**config.mk**
```make
export PLATFORM = sky130hd
export DESIGN_NAME = prio_enc_seg
export DESIGN_NICKNAME = d
export VERILOG_FILES = /design/src/rtl/prio_enc_seg.sv
export SDC_FILE = /design/constraint.sdc
export NUM_CORES = 1
export LEC_CHECK = 0
export BUFFER_PORTS_ARGS = -buffer_cell sky130_fd_sc_hd__buf_2
export CAP_MARGIN = 20
export CORE_MARGIN = 2
export CORE_UTILIZATION = 57
export CTS_CLUSTER_DIAMETER = 200
export DETAILED_ROUTE_END_ITERATION = 12
export PLACE_DENSITY_LB_ADDON = 0.3
export REMOVE_ABC_BUFFERS = 1
export SLEW_MARGIN = 20
export SYNTH_ARGS = -nofsm -noshare
export SYNTH_HDL_FRONTEND = slang
export SYNTH_SLANG_ARGS = --single-unit
```
**constraint.sdc**
```tcl
create_clock -name clk -period 9.3 [get_ports clk]
set_input_delay 0.465 -clock clk [delete_from_list [all_inputs] [get_ports clk]]
set_output_delay 0.465 -clock clk [all_outputs]
set_load 0.1 [all_outputs]
```
**src/rtl/prio_enc_seg.sv**
```systemverilog
// rtl/prio_enc_seg.sv - registered priority encoder with hold-max, change counter and hex display
module prio_enc_seg_glyph (
    input  logic [3:0] nib_i,
    output logic [6:0] seg_o
);
    // active-low, bit0 = a ... bit6 = g
    always_comb begin
        seg_o = 7'h7F;
        case (nib_i)
            4'h0: seg_o = 7'h40;
            4'h1: seg_o = 7'h79;
            4'h2: seg_o = 7'h24;
            4'h3: seg_o = 7'h30;
            4'h4: seg_o = 7'h19;
            4'h5: seg_o = 7'h12;
            4'h6: seg_o = 7'h02;
            4'h7: seg_o = 7'h78;
            4'h8: seg_o = 7'h00;
            4'h9: seg_o = 7'h10;
            4'hA: seg_o = 7'h08;
            4'hB: seg_o = 7'h03;
            4'hC: seg_o = 7'h46;
            4'hD: seg_o = 7'h21;
            4'hE: seg_o = 7'h06;
            4'hF: seg_o = 7'h0E;
            default: seg_o = 7'h7F;
        endcase
    end
endmodule

module prio_enc_seg #(
    parameter  int WIDTH = 8,
    localparam int IDXW  = ($clog2(WIDTH) < 1) ? 1 : $clog2(WIDTH)
) (
    input  logic             clk,
    input  logic             rst_n,
    input  logic [WIDTH-1:0] in,
    input  logic             en,
    input  logic             mode,
    input  logic             clr,
    output logic [IDXW-1:0]  idx,
    output logic             valid,
    output logic             eno,
    output logic [7:0]       chg_cnt,
    output logic [6:0]       seg_lo,
    output logic [6:0]       seg_hi
);
    logic [WIDTH-1:0] in_m_q, in_s_q;
    logic [2:0]       ctl_m_q, ctl_s_q;
    logic             en_s, mode_s, clr_s;

    always_ff @(posedge clk) begin
        if (!rst_n) begin
            in_m_q  <= '0;
            in_s_q  <= '0;
            ctl_m_q <= '0;
            ctl_s_q <= '0;
        end else begin
            in_m_q  <= in;
            in_s_q  <= in_m_q;
            ctl_m_q <= {clr, mode, en};
            ctl_s_q <= ctl_m_q;
        end
    end

    assign en_s   = ctl_s_q[0];
    assign mode_s = ctl_s_q[1];
    assign clr_s  = ctl_s_q[2];

    logic            any;
    logic [IDXW-1:0] enc;

    always_comb begin
        any = 1'b0;
        enc = '0;
        for (int i = 0; i < WIDTH; i++) begin
            if (in_s_q[i]) begin
                any = 1'b1;
                enc = IDXW'(i);
            end
        end
    end

    logic [IDXW-1:0] idx_q, idx_d;
    logic            valid_q, valid_d;
    logic            eno_q, eno_d;
    logic [7:0]      cnt_q, cnt_d;
    logic            pend_q, pend_d;

    // pend_q marks an encode-driven change of {valid, idx}; it is counted one edge later
    always_comb begin
        idx_d   = idx_q;
        valid_d = valid_q;
        cnt_d   = cnt_q;
        pend_d  = 1'b0;
        eno_d   = en_s & ~any;
        if (clr_s) begin
            idx_d   = '0;
            valid_d = 1'b0;
            cnt_d   = 8'd0;
        end else if (!en_s) begin
            idx_d   = '0;
            valid_d = 1'b0;
        end else begin
            cnt_d = cnt_q + {7'd0, pend_q};
            if (!mode_s) begin
                idx_d   = enc;
                valid_d = any;
            end else if (any && (!valid_q || (enc > idx_q))) begin
                idx_d   = enc;
                valid_d = 1'b1;
            end
            pend_d = (idx_d != idx_q) || (valid_d != valid_q);
        end
    end

    always_ff @(posedge clk) begin
        if (!rst_n) begin
            idx_q   <= '0;
            valid_q <= 1'b0;
            eno_q   <= 1'b0;
            cnt_q   <= 8'd0;
            pend_q  <= 1'b0;
        end else begin
            idx_q   <= idx_d;
            valid_q <= valid_d;
            eno_q   <= eno_d;
            cnt_q   <= cnt_d;
            pend_q  <= pend_d;
        end
    end

    logic [7:0] idx_ext;
    logic [6:0] glyph_lo, glyph_hi;

    assign idx_ext = 8'(idx_q);

    prio_enc_seg_glyph u_glyph_lo (
        .nib_i (idx_ext[3:0]),
        .seg_o (glyph_lo)
    );

    prio_enc_seg_glyph u_glyph_hi (
        .nib_i (idx_ext[7:4]),
        .seg_o (glyph_hi)
    );

    assign idx     = idx_q;
    assign valid   = valid_q;
    assign eno     = eno_q;
    assign chg_cnt = cnt_q;
    assign seg_lo  = valid_q ? glyph_lo : 7'h7F;
    assign seg_hi  = valid_q ? glyph_hi : 7'h7F;
endmodule

```
==> results.yml <==
synthesis:
  syn-instance-count: 195
  ys_warn_count: 0
  syn_avg_cell_area_sq_um: 9.68
  yosys.area_share.simple: 0.246
  synth_area_sq_um: 1890
  synthXorXnorAreaFrac: 0.0279
  synth_compound_gate_area_share: 0.117
  synth_top_family_by_area: "simple AND/OR/NAND/NOR gates"
  synth_ff_type: "dfxtp_1"
  synth_edf_count: 0
  yosysSeqAreaShare: 0.456
  async_flop_share: 0
  synth_mux_area_frac: 0.0391
  synth_adder_area_share: 0.0597
  synth-seq-cells: 43
  synth_cell_type_count: 41
power:
  cellPowerDensity_nw_per_um2: 157
  leakage_uw: 0.000921
  ir_worst_vdd_mv: 0.115
  power_uw: 334
clock_tree:
  cts_tree: "yes"
  clk_pin_slew_ns: 0.12
  cts_buffers: 5
  cts_setup_buffers: 0
  clk_latency_ns: 0.35
  root_buffer: "clkbuf_4"
  hold_buffers: 0
  clock_path_buffers: 2
  cts_resized: 0
  h-tree-depth: 2
  cts_sinks: 43
sta:
  fin_crit_ns: 3.48
  drv_slew: 0
  rsz0062_at_grt: "false"
  hold_slack_ns: 0.306
  fin_crit_sh: 0.375
  finalHoldViolCount: 0
  fmax_mhz: 287
  tightest_slew_ns: 0.724
  slew_headroom: 0.515
  final-setup-viol-count: 0
  finClkSkew_ns: 0.00921
  setup_tns_ns: 0
global_routing:
  overflow: 0
  grt_util_all_layers: 0.175
  grt_max_degree: 25
  grt_pass1_wl_um: 4850
  antenna_found_initial: 0
  grt_pass1_vias: 1269
detailed_routing:
  routed-wl-met3_um: 191
  wl_um: 2840
  post_drt_wl_per_cell_um: 10.4
  num_vias: 1392
  drt-met1-wl_um: 1210
  drt_iter0_markers: 39
  viasPerCell: 5.10
  route.detailed.drc: 0
  routed.top_layer: "met4"
  ant_nets: 0
  met2_length_um: 1380
  first_pass_iters: 4
worst_hold_path:
  min_path_type: "in2reg"
cells_and_area:
  diodes: 0
  drive_gt1_frac: 0.249
  nets: 250
  nFillCells: 269
  area_delta_synth_final_pct: 13.0
floorplan:
  ios: 40
  die_w_um: 61.5
  die_area_sq_um: 3790
  start_util: 0.608
  die_h_um: 61.5
  fp-row-count: 20
  coreArea_sq_um: 3100
place:
  dp_hpwl_um: 2190
  io_buffer_count: 38
  gp_congestion: 0.814
outcome:
  status: "finished clean"
setup_path:
  required_ns: 9.56
  arrival_ns: 3.74
  crit_type: "reg2reg"
  rrSetupSlack_ns: 5.82
  start_kind: "register"
  endpoint_kind: "register"
  crit_fanout: 10
job:
  drv_cap: 0
[state kept, by name, summed over array words and instances (netlist names)]
signal and count:
chg_cnt 8, in_m_q 8, valid 1, pend_q 1
ctl_s_q 3, ctl_m_q 3, eno 1, idx 3
u_glyph_lo.seg_o 7, in_s_q 8
[where the power goes]
part	internal (uW)	leakage [uW]	switching, uW
Sequential	190	0.000352	3.42
Clock	37.2	0.0000345	58.8
Combinational	14.1	0.000534	30.7
[cell usage after synthesis, drive strengths merged (2+ instances only)]
master | n | share of area
nand4 | 5 | 0.017
xnor2 | 2 | 0.0093
nand2b | 10 | 0.033
nor2b | 2 | 0.0066
buf | 6 | 0.024
a21oi | 8 | 0.021
a211oi | 2 | 0.015
nor2 | 19 | 0.042
mux2i | 4 | 0.021
o211ai | 2 | 0.0080
nor3 | 2 | 0.0053
or3 | 2 | 0.0066
nand2 | 9 | 0.018
dfxtp | 43 | 0.46
and2 | 25 | 0.083
xor2 | 4 | 0.019
o21ai | 4 | 0.023
clkbuf | 6 | 0.012
inv | 8 | 0.016
nor4 | 3 | 0.013
mux2 | 3 | 0.018
ha | 9 | 0.060
o211a | 3 | 0.016
[critical path, stage by stage (launching register included)]
cell	delay (ns)
dfxtp_1	0.37
nor4_2	0.49
inv_1	0.22
ha_1	0.39
nand3b_1	0.11
a2111oi_2	0.40
a211oi_4	0.09
o21ai_4	0.30
mux2_2	0.39
and2_1	0.17
ha_1	0.19
o221a_2	0.28
[cell families after synthesis]
group | after synthesis
multiplexers | 7
XOR/XNOR | 6
AO/OA/AOI/OAI | 26
flip-flops | 43
adder cells (fa/ha/maj) | 9
AND/OR/NAND/NOR | 83
buffers and inverters | 20
other | 1
[layer usage]
layer | vias to the layer above | track usage
met4 | 0 | 0.0912
met2 | 49 | 0.316
met3 | 8 | 0.0441
met5 | - | 0
met1 | 623 | 0.187
li1 | 712 | -
[cells in the final DEF, fill, tap and decap left out, drive strengths merged, types with 2 or more instances in the layout]
master   n
nor2    19
or3      2
ha       9
buf     38
inv      8
o21ai    4
a21oi    8
o211a    3
nor4     3
mux2i    4
o211ai   2
xor2     4
clkbuf   6
nor3     2
and2    25
dfxtp   43
nor2b    2
xnor2    2
nand4    5
nand2    9
mux2     3
nand2b  10
a211oi   2
[layout make-up]
class                           instances  area, sq um  area share
Clock buffer                            6         51.3      0.0241
Inverter                                8         30.0      0.0141
Clock inverter                          2         16.3     0.00763
Timing Repair Buffer                   38          190      0.0892
Multi-Input combinational cell        132          928       0.435
Tap cell                               44         55.1      0.0258
Sequential cell                        43          861       0.404
[final timing paths]
path,endpoint,depth (start not counted),startpoint
max,u_glyph_lo.seg_o[6]$_DFF_P_,11,in_s_q[7]$_SDFF_PN0_
min,ctl_m_q[0]$_SDFF_PN0_,2,en
max reg2reg,u_glyph_lo.seg_o[6]$_DFF_P_,11,in_s_q[7]$_SDFF_PN0_
min reg2reg,in_s_q[6]$_SDFF_PN0_,1,in_m_q[6]$_SDFF_PN0_
[through the flow]
stage,std cells,worst slack [ns],instance area (sq um),util
after floorplan,183,4.54,1820,-
after global placement,265,5.94,2060,0.665
after detailed placement,265,5.80,2060,0.665
after CTS,273,5.80,2130,0.687
after global routing,273,5.56,2130,0.687
final,273,5.82,2130,0.687
(Power assumes the default switching activity.)
